$ cat src/rtl/avl_map_sprite_regs.sv
// Avalon-MM slave feeding the tile-map renderer: map writes are queued in a
// show-ahead FIFO, and double-buffered sprite X/Y registers commit at frame start.
module avl_map_sprite_regs #(
  parameter int DATA_W      = 8,
  parameter int ADDR_W      = 9,
  parameter int NUM_SPRITES = 4,
  parameter int FIFO_DEPTH  = 4
) (
  input  logic                          CLK,
  input  logic                          RESET,
  input  logic                          AVL_CS,
  input  logic                          AVL_READ,
  input  logic                          AVL_WRITE,
  input  logic [ADDR_W-1:0]             AVL_ADDR,
  input  logic [DATA_W-1:0]             AVL_WRITEDATA,
  output logic [DATA_W-1:0]             AVL_READDATA,
  output logic                          AVL_WAITREQUEST,
  input  logic                          MAP_WRITE_READY,
  output logic                          MAP_WRITE_ENABLE,
  output logic [ADDR_W-2:0]             MAP_WRITE_ADDR,
  output logic [DATA_W-1:0]             MAP_WRITE_DATA,
  input  logic                          FRAME_START,
  output logic [NUM_SPRITES*DATA_W-1:0] SPRITE_X,
  output logic [NUM_SPRITES*DATA_W-1:0] SPRITE_Y,
  output logic                          COMMIT_PENDING
);

  localparam int IDX_W   = ADDR_W - 1;
  localparam int PTR_W   = (FIFO_DEPTH > 1) ? $clog2(FIFO_DEPTH) : 1;
  localparam int CNT_W   = PTR_W + 1;
  localparam int ENTRY_W = IDX_W + DATA_W;

  logic [ENTRY_W-1:0] fifo_mem_r [FIFO_DEPTH];
  logic [PTR_W-1:0]   wr_ptr_r;
  logic [PTR_W-1:0]   rd_ptr_r;
  logic [CNT_W-1:0]   count_r;

  logic [DATA_W-1:0]  shadow_x_r [NUM_SPRITES];
  logic [DATA_W-1:0]  shadow_y_r [NUM_SPRITES];
  logic [DATA_W-1:0]  live_x_r   [NUM_SPRITES];
  logic [DATA_W-1:0]  live_y_r   [NUM_SPRITES];
  logic               pending_r;
  logic [DATA_W-1:0]  readdata_r;

  logic               region_s;
  logic [IDX_W-1:0]   idx_s;
  logic               empty_s;
  logic               full_s;
  logic               wr_acc_s;
  logic               push_s;
  logic               pop_s;
  logic               reg_wr_s;
  logic               ctrl_arm_s;
  logic               commit_s;
  logic [DATA_W-1:0]  status_s;
  logic [DATA_W-1:0]  reg_rdata_s;
  logic [DATA_W-1:0]  rd_mux_s;

  assign region_s  = AVL_ADDR[ADDR_W-1];
  assign idx_s     = AVL_ADDR[IDX_W-1:0];
  assign empty_s   = (count_r == {CNT_W{1'b0}});
  assign full_s    = (count_r == CNT_W'(FIFO_DEPTH));

  // The stall looks only at the current fill level, so a pop in the same
  // cycle never lets a write slip into a full FIFO.
  assign AVL_WAITREQUEST = AVL_CS & AVL_WRITE & ~region_s & full_s;
  assign wr_acc_s        = AVL_CS & AVL_WRITE & ~AVL_WAITREQUEST;
  assign push_s          = wr_acc_s & ~region_s;
  assign pop_s           = ~empty_s & MAP_WRITE_READY;
  assign reg_wr_s        = wr_acc_s & region_s;
  assign ctrl_arm_s      = reg_wr_s & (idx_s == IDX_W'(2*NUM_SPRITES+1)) & AVL_WRITEDATA[0];
  assign commit_s        = FRAME_START & pending_r;

  assign MAP_WRITE_ENABLE = pop_s;
  assign MAP_WRITE_ADDR   = fifo_mem_r[rd_ptr_r][ENTRY_W-1:DATA_W];
  assign MAP_WRITE_DATA   = fifo_mem_r[rd_ptr_r][DATA_W-1:0];
  assign AVL_READDATA     = readdata_r;
  assign COMMIT_PENDING   = pending_r;
  assign status_s         = {{(DATA_W-3){1'b0}}, full_s, empty_s, pending_r};

  // FIFO storage; stale entries are harmless because the count gates the head.
  always_ff @(posedge CLK) begin
    if (push_s) begin
      fifo_mem_r[wr_ptr_r] <= {idx_s, AVL_WRITEDATA};
    end
  end

  // FIFO pointers and fill count.
  always_ff @(posedge CLK) begin
    if (RESET) begin
      wr_ptr_r <= {PTR_W{1'b0}};
      rd_ptr_r <= {PTR_W{1'b0}};
      count_r  <= {CNT_W{1'b0}};
    end else begin
      if (push_s) begin
        wr_ptr_r <= wr_ptr_r + PTR_W'(1);
      end
      if (pop_s) begin
        rd_ptr_r <= rd_ptr_r + PTR_W'(1);
      end
      case ({push_s, pop_s})
        2'b10:   count_r <= count_r + CNT_W'(1);
        2'b01:   count_r <= count_r - CNT_W'(1);
        default: count_r <= count_r;
      endcase
    end
  end

  // Shadow registers take bus writes; live registers copy the pre-write shadow on commit.
  always_ff @(posedge CLK) begin
    if (RESET) begin
      for (int i = 0; i < NUM_SPRITES; i++) begin
        shadow_x_r[i] <= {DATA_W{1'b0}};
        shadow_y_r[i] <= {DATA_W{1'b0}};
        live_x_r[i]   <= {DATA_W{1'b0}};
        live_y_r[i]   <= {DATA_W{1'b0}};
      end
    end else begin
      for (int i = 0; i < NUM_SPRITES; i++) begin
        if (reg_wr_s && (idx_s == IDX_W'(2*i))) begin
          shadow_x_r[i] <= AVL_WRITEDATA;
        end
        if (reg_wr_s && (idx_s == IDX_W'(2*i+1))) begin
          shadow_y_r[i] <= AVL_WRITEDATA;
        end
        if (commit_s) begin
          live_x_r[i] <= shadow_x_r[i];
          live_y_r[i] <= shadow_y_r[i];
        end
      end
    end
  end

  // Commit arm flag; a fresh arm wins over a same-edge clear.
  always_ff @(posedge CLK) begin
    if (RESET) begin
      pending_r <= 1'b0;
    end else if (ctrl_arm_s) begin
      pending_r <= 1'b1;
    end else if (commit_s) begin
      pending_r <= 1'b0;
    end else begin
      pending_r <= pending_r;
    end
  end

  // Register-region read decode as an AND-OR mux.
  always_comb begin
    reg_rdata_s = {DATA_W{1'b0}};
    for (int i = 0; i < NUM_SPRITES; i++) begin
      reg_rdata_s = reg_rdata_s
                  | ({DATA_W{idx_s == IDX_W'(2*i)}}   & shadow_x_r[i])
                  | ({DATA_W{idx_s == IDX_W'(2*i+1)}} & shadow_y_r[i]);
    end
    reg_rdata_s = reg_rdata_s | ({DATA_W{idx_s == IDX_W'(2*NUM_SPRITES)}} & status_s);
  end

  assign rd_mux_s = region_s ? reg_rdata_s : {DATA_W{1'b0}};

  // Read data register: one-cycle latency, held until the next read.
  always_ff @(posedge CLK) begin
    if (RESET) begin
      readdata_r <= {DATA_W{1'b0}};
    end else if (AVL_CS && AVL_READ) begin
      readdata_r <= rd_mux_s;
    end else begin
      readdata_r <= readdata_r;
    end
  end

  for (genvar g = 0; g < NUM_SPRITES; g++) begin : g_pack
    assign SPRITE_X[g*DATA_W +: DATA_W] = live_x_r[g];
    assign SPRITE_Y[g*DATA_W +: DATA_W] = live_y_r[g];
  end

endmodule

$ cat config.mk
export PLATFORM = sky130hd
export DESIGN_NAME = avl_map_sprite_regs
export DESIGN_NICKNAME = d
export VERILOG_FILES = /design/src/rtl/avl_map_sprite_regs.sv
export SDC_FILE = /design/constraint.sdc
export NUM_CORES = 1
export LEC_CHECK = 0
export ABC_AREA = 1
export BUFFER_PORTS_ARGS = -buffer_cell sky130_fd_sc_hd__buf_2
export CORE_UTILIZATION = 50
export CTS_CLUSTER_DIAMETER = 60
export CTS_CLUSTER_SIZE = 24
export DETAILED_ROUTE_END_ITERATION = 16
export GPL_ROUTABILITY_DRIVEN = 0
export PLACE_DENSITY = 0.77
export SLEW_MARGIN = 40
export SYNTH_ARGS = -nofsm -noshare
export SYNTH_HDL_FRONTEND = slang
export SYNTH_SLANG_ARGS = --single-unit
$ cat constraint.sdc
create_clock -name CLK -period 3.1 [get_ports CLK]
set_input_delay 0.31 -clock CLK [delete_from_list [all_inputs] [get_ports CLK]]
set_output_delay 0.31 -clock CLK [all_outputs]
set_load 0.005 [all_outputs]
# [Word level (Yosys, flattened, before mapping)]
# Memories as Yosys holds them, arrays and structs flattened. A register that Yosys moved wholly into a read port is not among the register bits.
# Cells that the tools add are included.
[word_totals] memories=5 ff_bits=16 elab_cells=138 mem_bits_rw=192 input_bits=24 out_inout_bits=91
[classes] add_sub_neg=4 n_eq_ne=12 n_reduce_logical=13 muxes=53 bitwise=46
[memory_table] name="fifo_mem_r" words=4 width=16 rd=1 rd_clocked_by_memory_dff=1 wr=1 line="33" text="logic [ENTRY_W-1:0] fifo_mem_r [FIFO_DEPTH];"
[memory_table] name="live_x_r" words=4 width=8 rd=4 rd_clocked_by_memory_dff=0 wr=4 line="40" text="logic [DATA_W-1:0] live_x_r [NUM_SPRITES];"
[memory_table] name="live_y_r" words=4 width=8 rd=4 rd_clocked_by_memory_dff=0 wr=4 line="41" text="logic [DATA_W-1:0] live_y_r [NUM_SPRITES];"
[memory_table] name="shadow_x_r" words=4 width=8 rd=4 rd_clocked_by_memory_dff=0 wr=4 line="38" text="logic [DATA_W-1:0] shadow_x_r [NUM_SPRITES];"
[memory_table] name="shadow_y_r" words=4 width=8 rd=4 rd_clocked_by_memory_dff=0 wr=4 line="39" text="logic [DATA_W-1:0] shadow_y_r [NUM_SPRITES];"
[op_table] cell="two-way mux 8 bit" n=17
[op_table] cell="bitwise AND 8 bit" n=8
[op_table] cell="bitwise OR 8 bit" n=8
[op_table] cell="two-way mux 1 bit" n=33
[op_table] cell="equality test 8 x 3 -> 1 bit (second input constant)" n=4
[op_table] cell="equality test 8 x 2 -> 1 bit (second input constant)" n=2
[op_table] cell="equality test 8 x 4 -> 1 bit (second input constant)" n=2
[op_table] cell="bitwise OR 1 bit" n=16
[op_table] cell="bitwise AND 1 bit" n=10
[op_table] cell="logical AND 1 bit" n=9
[op_table] cell="bitwise AND 8 x 3 -> 8 bit" n=1
[op_table] cell="equality test 8 x 1 -> 1 bit (second input constant)" n=1
[op_table] cell="logical NOT 8 bit" n=1
[op_table] cell="one-hot mux 3 bit (2 select lines)" n=1
[op_table] cell="adder 2 x 1 -> 2 bit (second input constant)" n=2
[op_table] cell="two-way mux 2 bit" n=2
[op_table] cell="nonzero test 2 bit" n=2
[op_table] cell="adder 3 x 1 -> 3 bit (second input constant)" n=1
[op_table] cell="equality test 3 bit (second input constant)" n=1
[op_table] cell="logical NOT 3 bit" n=1
[op_table] cell="NOT 1 bit" n=3
[op_table] cell="subtractor 3 x 1 -> 3 bit (second input constant)" n=1
[op_table] cell="equality test 2 x 1 -> 1 bit (second input constant)" n=1
[op_table] cell="equality test 2 bit (second input constant)" n=1

# [Depth between registers and ports, before layout]
[logic_depth] depth_word=11 depth_mapped=11 mapped_depth_nobuf=11

# [Worst setup path before layout]
# OpenSTA, ideal clock, no wires.
[synth_timing] kind="in2reg" start="in RESET" end="mem live_x_r[0][0] (enable)" slack_ps=609 arrival_time_ps=1802 required_time_ps=2411 path_buffers=1 path_stages=3 cell_sequence="inv_1 -> clkbuf_1 -> nand2_1"
[synth_lines] element="start, declared" line="10" text="input logic RESET,"
[synth_lines] element="end, declared" line="40"

==> summary.md <==
| Metric | Value |
|---|---|
| Outcome | completed |
| CTS Hold Bufs | 0 |
| Mapped cell area | 8620 um2 |
| Max-Cap Viols | 0 |
| Slew headroom | 47.9% |
| Height of the die | 133 um |
| Static Leakage | 4.11 nW |
| First-pass GRT wire length | 29.9 mm |
| # diodes | 0 |
| Final wirelength | 19.3 mm |
| Rows | 47 |
| R2R cell count | 11 |
| Share of cells above drive strength 1 | 19.6% |
| Most frequent cells in the layout | nor2_1, edfxtp_1, buf_2 |
| Final Critical Period | 2.43 ns |
| Clock buffer depth | 3 |
| Tot GR Track Use | 22.0% |
| Post-synthesis register bit count | 210 |
| H-Tree Depth | 1 |
| Reg2reg setup slack | 0.71 ns |
| YS warnings | 0 |
| Initial drt markers | 754 |
| Hold Violations, Final | 0 |
| Largest net degree at the start of global routing | 47 |
| Critical Setup Path Class | reg2out |
| Post-CTS resize count | 0 |
| Die Wd | 133 um |
| Multi-input gate area | 2020 um2 |
| Post-synth ARST share | 0% |
| Power Dens Cells | 572 nW/um2 |
| ANT nets after route | 0 |
| Dominant synthesized flop cell | edfxtp_1 |
| Clock Root Buffer | clkbuf_16 |
| Sequential share of the synthesized area | 71.0% |
| Initial Utilization | 51.6% |
| Hold EP | fifo_mem_r[3][7] |
| Wire per inst | 17.4 um |
| Tightest Pin Transition | 0.780 ns |
| Final setup TNS | 0 ns |
| Setup crit end kind | output port |
| Commonest non-fill, non-tap cell in the layout | nor2_1 |
| Min-delay worst type | in2reg |
| Number of antenna violations at the first check in global routing | 1 |
| FF-to-FF End | count_r[2] |
| Critical Path AT | 2.12 ns |
| Fill count | 1,358 |
| Startpoint Class | register |
| Worst IR Drop VDD | 0.472 mV |
| Final Cycle Share | 78.4% |
| Net count reported at finish | 913 |
| Final setup violation count | 0 |
| Vias in the first global route | 5,548 |
| Max Fclk | 411 MHz |
| Reg-to-reg startpoint | count_r[2] |
| Worst-Skew Late Latency | 0.48 ns |
| DRC violations left | 0 |
| Final core occ | 59.7% |
| Clock-pin slew of the registers on the worst-case setup and hold paths | 0.09 ns |
| Worst Hold Slack | 0.0595 ns |
| Grt total ovfl | 0 |
| Die footprint | 17,800 um2 |
| Vias per inst | 5.40 |
| Non-Filler Instances | 1,111 |
| Layout area overhead | 15.6% |
| Mapped Cells | 760 |
| Setup Fix Bufs, Post-CTS | 0 |
| Core area | 16,700 um2 |
| Final worst slack | 0.668 ns |
| Register Area | 6130 um2 |
| Crit path max fanout | 23 |
| Initial DRT Pass Iterations | 5 |
| Slew Limit Fails | 0 |
| Hold path depth | 1 |
| CTS Buf Count | 14 |
| I/O Pins | 115 |
| Mapped Nets | 790 |
| Clock skew | 0.0199 ns |
| Syn_area_per_cell | 11.3 um2 |
| Detail Placement HPWL | 13.2 mm |
| Post-synth EDFFs | 192 |
| Detailed-route via count | 6,003 |
| Setup WS pre-CTS | 0.839 ns |
| Port Buffer Count | 114 |
| Worst EP required | 2.79 ns |
| Hold Path Origin | AVL_WRITEDATA[7] |
| Distinct cell type count after synthesis | 26 |
| Placed instance count | 1,087 |
| CTS tree | built |
| RSZ-0062 raised after global routing | no |
| Clk sinks | 210 |
through the flow:
stage	power (mW)	area, um2
after global placement	3.71	9470
after global routing	5.87	9970
after detailed placement	3.73	9470
after floorplan	3.52	8620
final	5.70	9970
after CTS	5.72	9970
final cells by class:
class / count / area share, %
tap: 220 / 2.76
clock buffer: 19 / 4.13
multi-input combinational: 431 / 20.3
inverter: 97 / 3.70
sequential: 210 / 61.4
clock inverter: 5 / 0.841
timing repair buffer: 129 / 6.85
metal layers:
layer  up-vias  routed length, um  GRT usage (%)  share of wire, %
li1       2806                  -              -                 -
met1      2825               8040           31.4                42
met2       338               9120           35.0                47
met3        34               1760           3.69               9.1
met4         0                376           6.06               1.9
met5         -                  0              0                 0
cells by family (layout without fill, tap and decap cells):
| group | count (synthesis) | count (layout) | synth area share (%) |
|---|---|---|---|
| adder cells (fa/ha/maj) | 6 | 6 | 0.958 |
| buffers and inverters | 119 | 250 | 5.62 |
| flip-flops | 210 | 210 | 71.0 |
| AND/OR/NAND/NOR | 338 | 338 | 17.1 |
| AO/OA/AOI/OAI | 87 | 87 | 5.28 |
how the worst max path moves through the flow:
stage	start	endpoint	slack, ns
floorplan	RESET	live_x_r[0][0]	0.61
global placement	count_r[2]	count_r[2]	0.94
detailed placement	count_r[2]	count_r[2]	0.84
CTS	register	MAP_WRITE_DATA[1]	0.72
global route	count_r[2]	count_r[2]	0.51
finish	register	MAP_WRITE_DATA[1]	0.67
cells in the mapped netlist, types with 2 or more instances:
cell	n	area share (%)
nor2_1	197	8.6
edfxtp_1	192	67
inv_1	94	4.1
nand3_1	56	3.3
nand2_1	55	2.4
o21ai_0	46	2.7
a21oi_1	18	1.0
dfxtp_1	18	4.2
clkbuf_1	16	0.70
o22ai_1	16	1.2
nor2_4	7	0.91
o21ai_1	7	0.41
ha_1	5	0.73
nand2_2	5	0.36
buf_6	4	0.52
nand4_1	4	0.29
nand4_2	4	0.58
nor2_2	4	0.29
nor3_1	4	0.23
buf_2	2	0.12
flip-flops by register name (all words and copies together) (netlist names), named ones only:
signal          count
fifo_mem_r         64
live_x_r           32
live_y_r           32
shadow_x_r         32
shadow_y_r         32
AVL_READDATA        8
count_r             3
rd_ptr_r            2
wr_ptr_r            2
COMMIT_PENDING      1
critical path, stage by stage (launching register included):
cell and delay [ns]:
dfxtp_1 0.33, inv_1 0.50, buf_4 0.29, o21ai_0 0.14
o22ai_1 0.23, buf_2 0.15
report_power, final:
group	internal [mW]	switching [mW]
Combinational	0.138	0.308
Clock	1.06	0.968
Sequential	3.18	0.0464
Total	4.38	1.32
Note: power is estimated with default switching activity, not from simulation.
